<file path="config.mk">
export PLATFORM = sky130hd
export DESIGN_NAME = fdd_bus_mux_flat
export DESIGN_NICKNAME = d
export VERILOG_FILES = /design/src/rtl/fdd_pkg.sv /design/src/rtl/fdd_bus_mux_if.sv /design/src/rtl/fdd_drive_state.sv /design/src/rtl/fdd_bus_mux.sv /design/src/flat_wrapper.sv
export SDC_FILE = /design/constraint.sdc
export NUM_CORES = 1
export LEC_CHECK = 0
export CAP_MARGIN = 20
export CORE_MARGIN = 2
export CORE_UTILIZATION = 50
export CTS_CLUSTER_DIAMETER = 100
export CTS_CLUSTER_SIZE = 14
export DETAILED_ROUTE_END_ITERATION = 10
export DONT_BUFFER_PORTS = 1
export PLACE_DENSITY_LB_ADDON = 0.08
export SLEW_MARGIN = 20
export SYNTH_ARGS = -nofsm -noshare
export SYNTH_HDL_FRONTEND = slang
export SYNTH_SLANG_ARGS = --single-unit
export TNS_END_PERCENT = 5
</file>
<file path="constraint.sdc">
create_clock -name xclk -period 6.7 [get_ports xclk]
set_clock_uncertainty 0.2 [all_clocks]
set_input_delay 0.67 -clock xclk [delete_from_list [all_inputs] [get_ports xclk]]
set_output_delay 0.67 -clock xclk [all_outputs]
set_load 0.1 [all_outputs]
</file>
<file path="src/rtl/fdd_pkg.sv">
// Shared constants and helpers for the floppy bus multiplexer: slot limit,
// default drive ID word, cylinder counter sizing and edge detectors.
package fdd_pkg;

    localparam int          NDRV_MAX     = 4;
    localparam logic [31:0] DRIVE_ID_DEF = 32'hFFFF_FFFF;
    localparam logic [4:0]  IDX_TOP      = 5'd31;

    function automatic int cylw(input int maxcyl);
        return $clog2(maxcyl + 1);
    endfunction

    function automatic logic rise(input logic cur, input logic prev);
        return cur & ~prev;
    endfunction

    function automatic logic fall(input logic cur, input logic prev);
        return ~cur & prev;
    endfunction

endpackage

</file>
<file path="src/rtl/fdd_bus_mux_if.sv">
// Amiga floppy connector signals: host-driven controls and drive returns.
interface fdd_bus_mux_if #(
    parameter int NDRV = 4
);

    logic [NDRV-1:0] sel_n;
    logic            mtr_n;
    logic            dir_n;
    logic            step_n;
    logic            side_n;
    logic            dkwd_n;
    logic            dkwe_n;
    logic            chng_n;
    logic            index_n;
    logic            trk0_n;
    logic            wprot_n;
    logic            dkrd_n;
    logic            rdy_n;

    modport master (
        output sel_n, mtr_n, dir_n, step_n, side_n, dkwd_n, dkwe_n,
        input  chng_n, index_n, trk0_n, wprot_n, dkrd_n, rdy_n
    );

    modport slave (
        input  sel_n, mtr_n, dir_n, step_n, side_n, dkwd_n, dkwe_n,
        output chng_n, index_n, trk0_n, wprot_n, dkrd_n, rdy_n
    );

endinterface

</file>
<file path="src/rtl/fdd_drive_state.sv">
// Per-slot drive state: motor latch, cylinder counter, disk-change latches
// and the drive-ID bit index, all driven by synchronised edge strobes.
module fdd_drive_state
    import fdd_pkg::*;
#(
    parameter int  MAXCYL = 79,
    localparam int CYLW   = cylw(MAXCYL)
) (
    input  logic            xclk,
    input  logic            rst_n,
    input  logic            sel_fall_i,
    input  logic            mtr_on_i,
    input  logic            step_rise_i,
    input  logic            sel_i,
    input  logic            emu_i,
    input  logic            step_in_i,
    input  logic            ena_rise_i,
    input  logic            ena_fall_i,
    output logic            motor_o,
    output logic [CYLW-1:0] cyl_o,
    output logic            chng_emu_o,
    output logic            chng_phys_o,
    output logic [4:0]      idx_o
);

    localparam logic [CYLW-1:0] CYL_TOP = CYLW'(MAXCYL);

    logic            motor_q, motor_d;
    logic [CYLW-1:0] cyl_q, cyl_d;
    logic            chng_emu_q, chng_emu_d;
    logic            chng_phys_q, chng_phys_d;
    logic [4:0]      idx_q, idx_d;

    always_comb begin
        motor_d     = motor_q;
        cyl_d       = cyl_q;
        chng_emu_d  = chng_emu_q;
        chng_phys_d = chng_phys_q;
        idx_d       = idx_q;

        // The ID shifter restarts at bit 31 when the motor is switched off
        // and advances on every further select while it stays off.
        if (sel_fall_i) begin
            motor_d = mtr_on_i;
            if (motor_q && !mtr_on_i) begin
                idx_d = IDX_TOP;
            end else if (!motor_q && !mtr_on_i) begin
                idx_d = idx_q - 5'd1;
            end
        end

        // An enable edge swallows a coincident step for this slot.
        if (ena_rise_i) begin
            chng_emu_d = 1'b0;
        end else if (ena_fall_i) begin
            chng_phys_d = 1'b0;
        end else if (step_rise_i && sel_i) begin
            if (emu_i) begin
                chng_emu_d = 1'b1;
                if (step_in_i) begin
                    cyl_d = (cyl_q == CYL_TOP) ? cyl_q : cyl_q + 1'b1;
                end else begin
                    cyl_d = (cyl_q == '0) ? cyl_q : cyl_q - 1'b1;
                end
            end else begin
                chng_phys_d = 1'b1;
            end
        end
    end

    always_ff @(posedge xclk) begin
        if (!rst_n) begin
            motor_q     <= 1'b0;
            cyl_q       <= '0;
            chng_emu_q  <= 1'b1;
            chng_phys_q <= 1'b1;
            idx_q       <= IDX_TOP;
        end else begin
            motor_q     <= motor_d;
            cyl_q       <= cyl_d;
            chng_emu_q  <= chng_emu_d;
            chng_phys_q <= chng_phys_d;
            idx_q       <= idx_d;
        end
    end

    assign motor_o     = motor_q;
    assign cyl_o       = cyl_q;
    assign chng_emu_o  = chng_emu_q;
    assign chng_phys_o = chng_phys_q;
    assign idx_o       = idx_q;

endmodule

</file>
<file path="src/rtl/fdd_bus_mux.sv">
// Routes each floppy slot to a physical drive or the emulator and answers
// the Amiga bus from per-slot state held in logic.
module fdd_bus_mux
    import fdd_pkg::*;
#(
    parameter int          NDRV     = 4,
    parameter int          MAXCYL   = 79,
    parameter logic [31:0] DRIVE_ID = DRIVE_ID_DEF,
    localparam int         CYLW     = cylw(MAXCYL)
) (
    input  logic            xclk,
    input  logic            rst_n,
    fdd_bus_mux_if.slave    bus,
    input  logic [NDRV-1:0] ena,
    input  logic            vcc_sense,
    input  logic [NDRV-1:0] phys_trk0_n,
    input  logic            dkrd_uc_n,
    input  logic            index_uc_n,
    input  logic            wprot_uc_n,
    output logic [NDRV-1:0] phys_sel_n,
    output logic [NDRV-1:0] phys_mtr_n,
    output logic [NDRV-1:0] sel_uc_n,
    output logic            dir_uc_n,
    output logic            step_uc_n,
    output logic            side_uc_n,
    output logic            dkwd_uc_n,
    output logic            dkwe_uc_n,
    output logic [CYLW-1:0] cyl_uc,
    output logic [NDRV-1:0] motor_uc
);

    logic [NDRV-1:0] sel_s1_q, sel_s2_q, sel_s3_q;
    logic [NDRV-1:0] ena_s1_q, ena_s2_q, ena_s3_q;
    logic [2:0]      mtr_q, dir_q, step_q;

    // Bit 0 is the first sync stage, bit 2 the history flop.
    always_ff @(posedge xclk) begin
        if (!rst_n) begin
            sel_s1_q <= '1;
            sel_s2_q <= '1;
            sel_s3_q <= '1;
            ena_s1_q <= '0;
            ena_s2_q <= '0;
            ena_s3_q <= '0;
            mtr_q    <= '1;
            dir_q    <= '1;
            step_q   <= '1;
        end else begin
            sel_s1_q <= bus.sel_n;
            sel_s2_q <= sel_s1_q;
            sel_s3_q <= sel_s2_q;
            ena_s1_q <= ena;
            ena_s2_q <= ena_s1_q;
            ena_s3_q <= ena_s2_q;
            mtr_q    <= {mtr_q[1:0], bus.mtr_n};
            dir_q    <= {dir_q[1:0], bus.dir_n};
            step_q   <= {step_q[1:0], bus.step_n};
        end
    end

    logic            step_rise;
    logic [CYLW-1:0] cyl_a [NDRV];
    logic [4:0]      idx_a [NDRV];
    logic [NDRV-1:0] chng_emu, chng_phys;

    assign step_rise = rise(step_q[1], step_q[2]);

    for (genvar i = 0; i < NDRV; i++) begin : g_slot
        fdd_drive_state #(.MAXCYL(MAXCYL)) u_state (
            .xclk        (xclk),
            .rst_n       (rst_n),
            .sel_fall_i  (fall(sel_s2_q[i], sel_s3_q[i])),
            .mtr_on_i    (~mtr_q[1]),
            .step_rise_i (step_rise),
            .sel_i       (~sel_s3_q[i]),
            .emu_i       (ena_s3_q[i]),
            .step_in_i   (~dir_q[2]),
            .ena_rise_i  (rise(ena_s2_q[i], ena_s3_q[i])),
            .ena_fall_i  (fall(ena_s2_q[i], ena_s3_q[i])),
            .motor_o     (motor_uc[i]),
            .cyl_o       (cyl_a[i]),
            .chng_emu_o  (chng_emu[i]),
            .chng_phys_o (chng_phys[i]),
            .idx_o       (idx_a[i])
        );
    end

    logic       act_vld;
    logic [1:0] act;

    always_comb begin
        act_vld = 1'b0;
        act     = '0;
        for (int i = NDRV - 1; i >= 0; i--) begin
            if (!bus.sel_n[i]) begin
                act_vld = 1'b1;
                act     = 2'(i);
            end
        end
    end

    logic chng_r, trk0_r, rdy_r, index_r, wprot_r, dkrd_r;

    always_comb begin
        chng_r  = 1'b1;
        trk0_r  = 1'b1;
        rdy_r   = 1'b1;
        index_r = 1'b1;
        wprot_r = 1'b1;
        dkrd_r  = 1'b1;
        cyl_uc  = '0;
        if (act_vld) begin
            if (ena[act]) begin
                chng_r  = chng_emu[act];
                trk0_r  = (cyl_a[act] != '0);
                rdy_r   = motor_uc[act] ? 1'b0 : ~DRIVE_ID[idx_a[act]];
                index_r = index_uc_n;
                wprot_r = wprot_uc_n;
                dkrd_r  = dkrd_uc_n;
                cyl_uc  = cyl_a[act];
            end else begin
                chng_r = chng_phys[act];
                trk0_r = phys_trk0_n[act];
            end
        end
    end

    // Without host power the bus returns idle high; internal state keeps going.
    assign bus.chng_n  = ~vcc_sense | chng_r;
    assign bus.trk0_n  = ~vcc_sense | trk0_r;
    assign bus.rdy_n   = ~vcc_sense | rdy_r;
    assign bus.index_n = ~vcc_sense | index_r;
    assign bus.wprot_n = ~vcc_sense | wprot_r;
    assign bus.dkrd_n  = ~vcc_sense | dkrd_r;

    logic emu_sel;

    assign emu_sel    = |(~bus.sel_n & ena);
    assign phys_sel_n = ena | bus.sel_n;
    assign phys_mtr_n = ena | {NDRV{bus.mtr_n}};
    assign sel_uc_n   = ~ena | bus.sel_n;
    assign dir_uc_n   = ~emu_sel | bus.dir_n;
    assign step_uc_n  = ~emu_sel | bus.step_n;
    assign side_uc_n  = ~emu_sel | bus.side_n;
    assign dkwd_uc_n  = ~emu_sel | bus.dkwd_n;
    assign dkwe_uc_n  = ~emu_sel | bus.dkwe_n;

endmodule

</file>
<file path="src/flat_wrapper.sv">
// flat-port wrapper written by rule: the top's interface ports become plain ports
module fdd_bus_mux_flat import fdd_pkg::*;
#(
    parameter int          NDRV     = 4,
    parameter int          MAXCYL   = 79,
    parameter logic [31:0] DRIVE_ID = DRIVE_ID_DEF,
    localparam int         CYLW     = cylw(MAXCYL)
)
  (xclk, rst_n, ena, vcc_sense, phys_trk0_n, dkrd_uc_n, index_uc_n, wprot_uc_n, phys_sel_n, phys_mtr_n, sel_uc_n, dir_uc_n, step_uc_n, side_uc_n, dkwd_uc_n, dkwe_uc_n, cyl_uc, motor_uc, bus_sel_n, bus_mtr_n, bus_dir_n, bus_step_n, bus_side_n, bus_dkwd_n, bus_dkwe_n, bus_chng_n, bus_index_n, bus_trk0_n, bus_wprot_n, bus_dkrd_n, bus_rdy_n);
  fdd_bus_mux_if #(.NDRV(NDRV)) bus_i ();
  input  logic xclk;
  input  logic rst_n;
  input  logic [NDRV-1:0] ena;
  input  logic vcc_sense;
  input  logic [NDRV-1:0] phys_trk0_n;
  input  logic dkrd_uc_n;
  input  logic index_uc_n;
  input  logic wprot_uc_n;
  output logic [NDRV-1:0] phys_sel_n;
  output logic [NDRV-1:0] phys_mtr_n;
  output logic [NDRV-1:0] sel_uc_n;
  output logic dir_uc_n;
  output logic step_uc_n;
  output logic side_uc_n;
  output logic dkwd_uc_n;
  output logic dkwe_uc_n;
  output logic [CYLW-1:0] cyl_uc;
  output logic [NDRV-1:0] motor_uc;
  input wire logic [$bits(bus_i.sel_n)-1:0] bus_sel_n;
  input wire logic [$bits(bus_i.mtr_n)-1:0] bus_mtr_n;
  input wire logic [$bits(bus_i.dir_n)-1:0] bus_dir_n;
  input wire logic [$bits(bus_i.step_n)-1:0] bus_step_n;
  input wire logic [$bits(bus_i.side_n)-1:0] bus_side_n;
  input wire logic [$bits(bus_i.dkwd_n)-1:0] bus_dkwd_n;
  input wire logic [$bits(bus_i.dkwe_n)-1:0] bus_dkwe_n;
  output wire logic [$bits(bus_i.chng_n)-1:0] bus_chng_n;
  output wire logic [$bits(bus_i.index_n)-1:0] bus_index_n;
  output wire logic [$bits(bus_i.trk0_n)-1:0] bus_trk0_n;
  output wire logic [$bits(bus_i.wprot_n)-1:0] bus_wprot_n;
  output wire logic [$bits(bus_i.dkrd_n)-1:0] bus_dkrd_n;
  output wire logic [$bits(bus_i.rdy_n)-1:0] bus_rdy_n;
  assign bus_i.sel_n = bus_sel_n;
  assign bus_i.mtr_n = bus_mtr_n;
  assign bus_i.dir_n = bus_dir_n;
  assign bus_i.step_n = bus_step_n;
  assign bus_i.side_n = bus_side_n;
  assign bus_i.dkwd_n = bus_dkwd_n;
  assign bus_i.dkwe_n = bus_dkwe_n;
  assign bus_chng_n = bus_i.chng_n;
  assign bus_index_n = bus_i.index_n;
  assign bus_trk0_n = bus_i.trk0_n;
  assign bus_wprot_n = bus_i.wprot_n;
  assign bus_dkrd_n = bus_i.dkrd_n;
  assign bus_rdy_n = bus_i.rdy_n;
  fdd_bus_mux #(.NDRV(NDRV), .MAXCYL(MAXCYL), .DRIVE_ID(DRIVE_ID)) u_core (.xclk(xclk), .rst_n(rst_n), .bus(bus_i), .ena(ena), .vcc_sense(vcc_sense), .phys_trk0_n(phys_trk0_n), .dkrd_uc_n(dkrd_uc_n), .index_uc_n(index_uc_n), .wprot_uc_n(wprot_uc_n), .phys_sel_n(phys_sel_n), .phys_mtr_n(phys_mtr_n), .sel_uc_n(sel_uc_n), .dir_uc_n(dir_uc_n), .step_uc_n(step_uc_n), .side_uc_n(side_uc_n), .dkwd_uc_n(dkwd_uc_n), .dkwe_uc_n(dkwe_uc_n), .cyl_uc(cyl_uc), .motor_uc(motor_uc));
endmodule
</file>
==> flow_metrics.tcl <==
set metrics [dict create \
    drive_gt1_share_pct 13.8 \
    timing.rr.end "u_core.g_slot[3].u_state.cyl_o[6]$_SDFFE_PN0P_" \
    cp-start-kind "input port" \
    synthArstFlopShare_pct 0 \
    crit_fanout 9 \
    antenna_cells 0 \
    worstSetupPathType "input port to output pin" \
    critical-path-max-stage-delay_ns 0.69 \
    start_util_pct 50.6 \
    grt_pass1_wl_um 17500 \
    leakagePower_uw 0.00172 \
    cts_setup_buffers 0 \
    dp_hpwl_um 7970 \
    reg2reg_slack_ns 3.81 \
    synth_cell_type_count 68 \
    tightest_slew_ns 1.16 \
    synth-seq-cells 72 \
    cts_hold_buf 0 \
    setup_viol 0 \
    yosysWarnings 0 \
    rsz0062_at_grt "false" \
    rows 34 \
    max-clock-path-buffers 2 \
    avgSynthCellArea_um2 8.58 \
    drv_cap 0 \
    seq_area_mm2 0.00144 \
    power-per-cell-area_mw_per_mm2 198 \
    die_x_um 97.3 \
    worstHoldStart "rst_n" \
    io_pins 58 \
    antenna_found_initial 0 \
    cpMostUsedCell "buf_4" \
    place.port_buffers 0 \
    firstDrtPassIters 5 \
    coreArea_mm2 0.00859 \
    tns_ns 0 \
    min_period_over_period_pct 57.2 \
    synthMuxAreaShare_pct 2.16 \
    maxSlewViolCount 0 \
    outcome "completed" \
    gp_congestion 0.920 \
    overflow 0 \
    cts_resized 0 \
    synth_area_mm2 0.00435 \
    syn-instance-count 507 \
    cts_tree "yes" \
    worstHoldEndpoint "u_core.g_slot[1].u_state.chng_phys_o$_SDFFE_PN1P_" \
    yosys.area_share.adder_pct 7.60 \
    vias_per_cell 5.82 \
    die-area_mm2 0.00946 \
    yosys.area_share.simple_pct 27.7 \
    grt_usage_pct 22.9 \
    synth_xor_xnor_area_share_pct 2.42 \
    r2r_cells 8 \
    vias 3594 \
    num-fill-cells 811 \
    ys.flop_type "dfxtp_1" \
    total_power_uw 928 \
    fmax_mhz 261 \
    htree_num_levels 3 \
    clk_pin_slew_worst_paths_ns 0.08 \
    fp.dieH_um 97.3 \
    area_growth_pct 7.68 \
    synth_top_family_by_area "simple AND/OR/NAND/NOR gates" \
    nets 552 \
    grt_max_degree 48 \
    drcViolationCount 0 \
    clock_sinks 72 \
    detail_route.wl_per_cell_um 17.3 \
    worstPathCellList "nand2b_1 -> o211ai_1 -> o21ai_2 -> buf_4 -> nor4b_2 -> a41oi_2 -> buf_4" \
    arrival_ns 2.96 \
    ir_drop_uv 121 \
    ant_nets 0 \
    cp_slowest_cell "nand2b_1" \
    relSlewSlack_pct 22.8 \
    worstReg2RegStart "u_core.dir_q[2]$_SDFF_PN1_" \
    synth_compound_area_share_pct 21.2 \
    multi_input_area_mm2 0.00272 \
    synth_edf_count 0 \
    cts_buffers 9 \
    final_hold_viol_count 0 \
    grt_pass1_vias 3431 \
    synth_fp_nets 555 \
    ys_seq_area_share_pct 33.2 \
    crit_required_ns 5.83 \
    worst_setup_path_end_kind "output pin" \
    hold_path_class "input port to flip-flop" \
    cts_root_buf "clkbuf_8" \
    whs_path_depth 1 \
    clk_latency_ns 0.35 \
    drtIter0Drc 147 \
    routed_wl_um 10700 \
    min_period_ns 3.83 \
]
[report_power, final]
| part | switching (uW) | internal (uW) |
|---|---|---|
| sequential | 14.8 | 439 |
| combinational | 126 | 38.8 |
| clock | 174 | 136 |
[registers in the layout (all words and copies together) (netlist names)]
name / cells
u_core.sel_s2_q: 4
u_core.mtr_q: 2
u_core.g_slot.u_state.chng_phys_o: 4
u_core.sel_s3_q: 4
u_core.g_slot.u_state.cyl_o: 28
u_core.step_q: 3
u_core.ena_s2_q: 4
u_core.g_slot.u_state.chng_emu_o: 4
u_core.g_slot.u_state.motor_o: 4
u_core.sel_s1_q: 4
u_core.ena_s1_q: 4
u_core.dir_q: 3
u_core.ena_s3_q: 4
[routing by layer]
metal / global-route usage (%) / up-vias / wire [um]
li1: - / 1799 / -
met1: 32.5 / 1705 / 5040
met2: 35.4 / 74 / 4930
met3: 4.60 / 16 / 477
met4: 7.05 / 0 / 218
met5: 0 / - / 0
[per-stage QoR]
| stage | hold WS [ns] | setup slack [ns] | std cells | util, % | instance area [um^2] |
|---|---|---|---|---|---|
| 2_1_floorplan | 0.186 | 0.753 | 507 | - | 4350 |
| 3_3_place_gp | 0.188 | 2.76 | 601 | 52.4 | 4510 |
| 3_5_place_dp | 0.193 | 2.75 | 601 | 52.4 | 4510 |
| 4_1_cts | 0.179 | 2.75 | 617 | 54.4 | 4680 |
| 5_1_grt | 0.174 | 2.80 | 617 | 54.5 | 4680 |
| 6_report | 0.188 | 2.87 | 617 | 54.5 | 4680 |
[layout by cell type, fill, tap and decap left out, types with 5 or more instances in the layout]
| master | n |
|---|---|
| o221ai_1 | 5 |
| o22ai_1 | 8 |
| a211oi_1 | 9 |
| o21ai_0 | 11 |
| nor2_1 | 39 |
| nand2b_1 | 42 |
| nor3_1 | 8 |
| nor3b_1 | 9 |
| or2_2 | 15 |
| nand4_1 | 6 |
| nor2b_1 | 9 |
| or3_1 | 6 |
| inv_1 | 32 |
| o21ai_1 | 5 |
| clkbuf_8 | 9 |
| nand2_1 | 32 |
| xnor2_1 | 12 |
| nand3_1 | 7 |
| a21oi_1 | 20 |
| dfxtp_1 | 72 |
| ha_1 | 20 |
| o311ai_0 | 5 |
| mux2i_1 | 6 |
| and2_1 | 13 |
| a31oi_1 | 5 |
| a21o_1 | 9 |
[logic make-up (layout without fill, tap and decap cells)]
logic type                 after synthesis  after routing
buffers and inverters                   54             56
DFF                                     72             72
adders and majority gates               24             24
xor gates and xnor gates                12             12
AOI/OAI and AO/OA                      124            124
and+or+nand+nor                        213            213
muxes                                    8              8
[synthesized netlist by cell type, drive strengths merged, types with 5 or more instances]
| cell | instances | area share, % |
|---|---|---|
| nand2 | 32 | 2.8 |
| a21o | 12 | 2.2 |
| buf | 11 | 2.0 |
| nor2 | 42 | 3.6 |
| nand4 | 6 | 0.86 |
| o311ai | 5 | 1.0 |
| ha | 20 | 5.8 |
| nor3b | 9 | 1.6 |
| o21ai | 19 | 2.3 |
| mux2i | 6 | 1.4 |
| clkbuf | 9 | 0.81 |
| o221ai | 5 | 1.0 |
| xnor2 | 12 | 2.4 |
| nor2b | 9 | 1.3 |
| a211oi | 15 | 2.9 |
| or3 | 6 | 0.86 |
| a21oi | 24 | 3.1 |
| o22ai | 12 | 2.3 |
| inv | 34 | 2.9 |
| nand2b | 43 | 6.4 |
| nor4b | 5 | 1.2 |
| a31oi | 5 | 0.72 |
| or2 | 15 | 2.2 |
| nor3 | 9 | 1.0 |
| nand3 | 7 | 0.81 |
| dfxtp | 72 | 33 |
| and2 | 14 | 2.0 |
[final cells by class]
cell class | count | share of cell area (%)
Clock inverter | 6 | 0.962
Clock buffer | 10 | 2.73
Sequential cell | 72 | 30.8
Timing Repair Buffer | 6 | 1.82
Inverter | 34 | 2.73
Tap cell | 108 | 2.89
Multi-Input combinational cell | 381 | 58.1
[worst max-delay path by stage]
stage,end,depth (start not counted),from
floorplan,bus_trk0_n,6,bus_sel_n[1]
global placement,cyl_uc[6],4,bus_sel_n[1]
detailed placement,cyl_uc[6],4,bus_sel_n[1]
CTS,cyl_uc[6],4,bus_sel_n[1]
global route,bus_trk0_n,7,bus_sel_n[1]
finish,bus_trk0_n,7,bus_sel_n[1]
[critical path, delay by kind of cell]
family          cells  cell delay, ns
compound gates      3            0.75
buf+inv             2            0.51
simple gates        2            1.01
No activity file was read; power rests on OpenSTA's default activity.
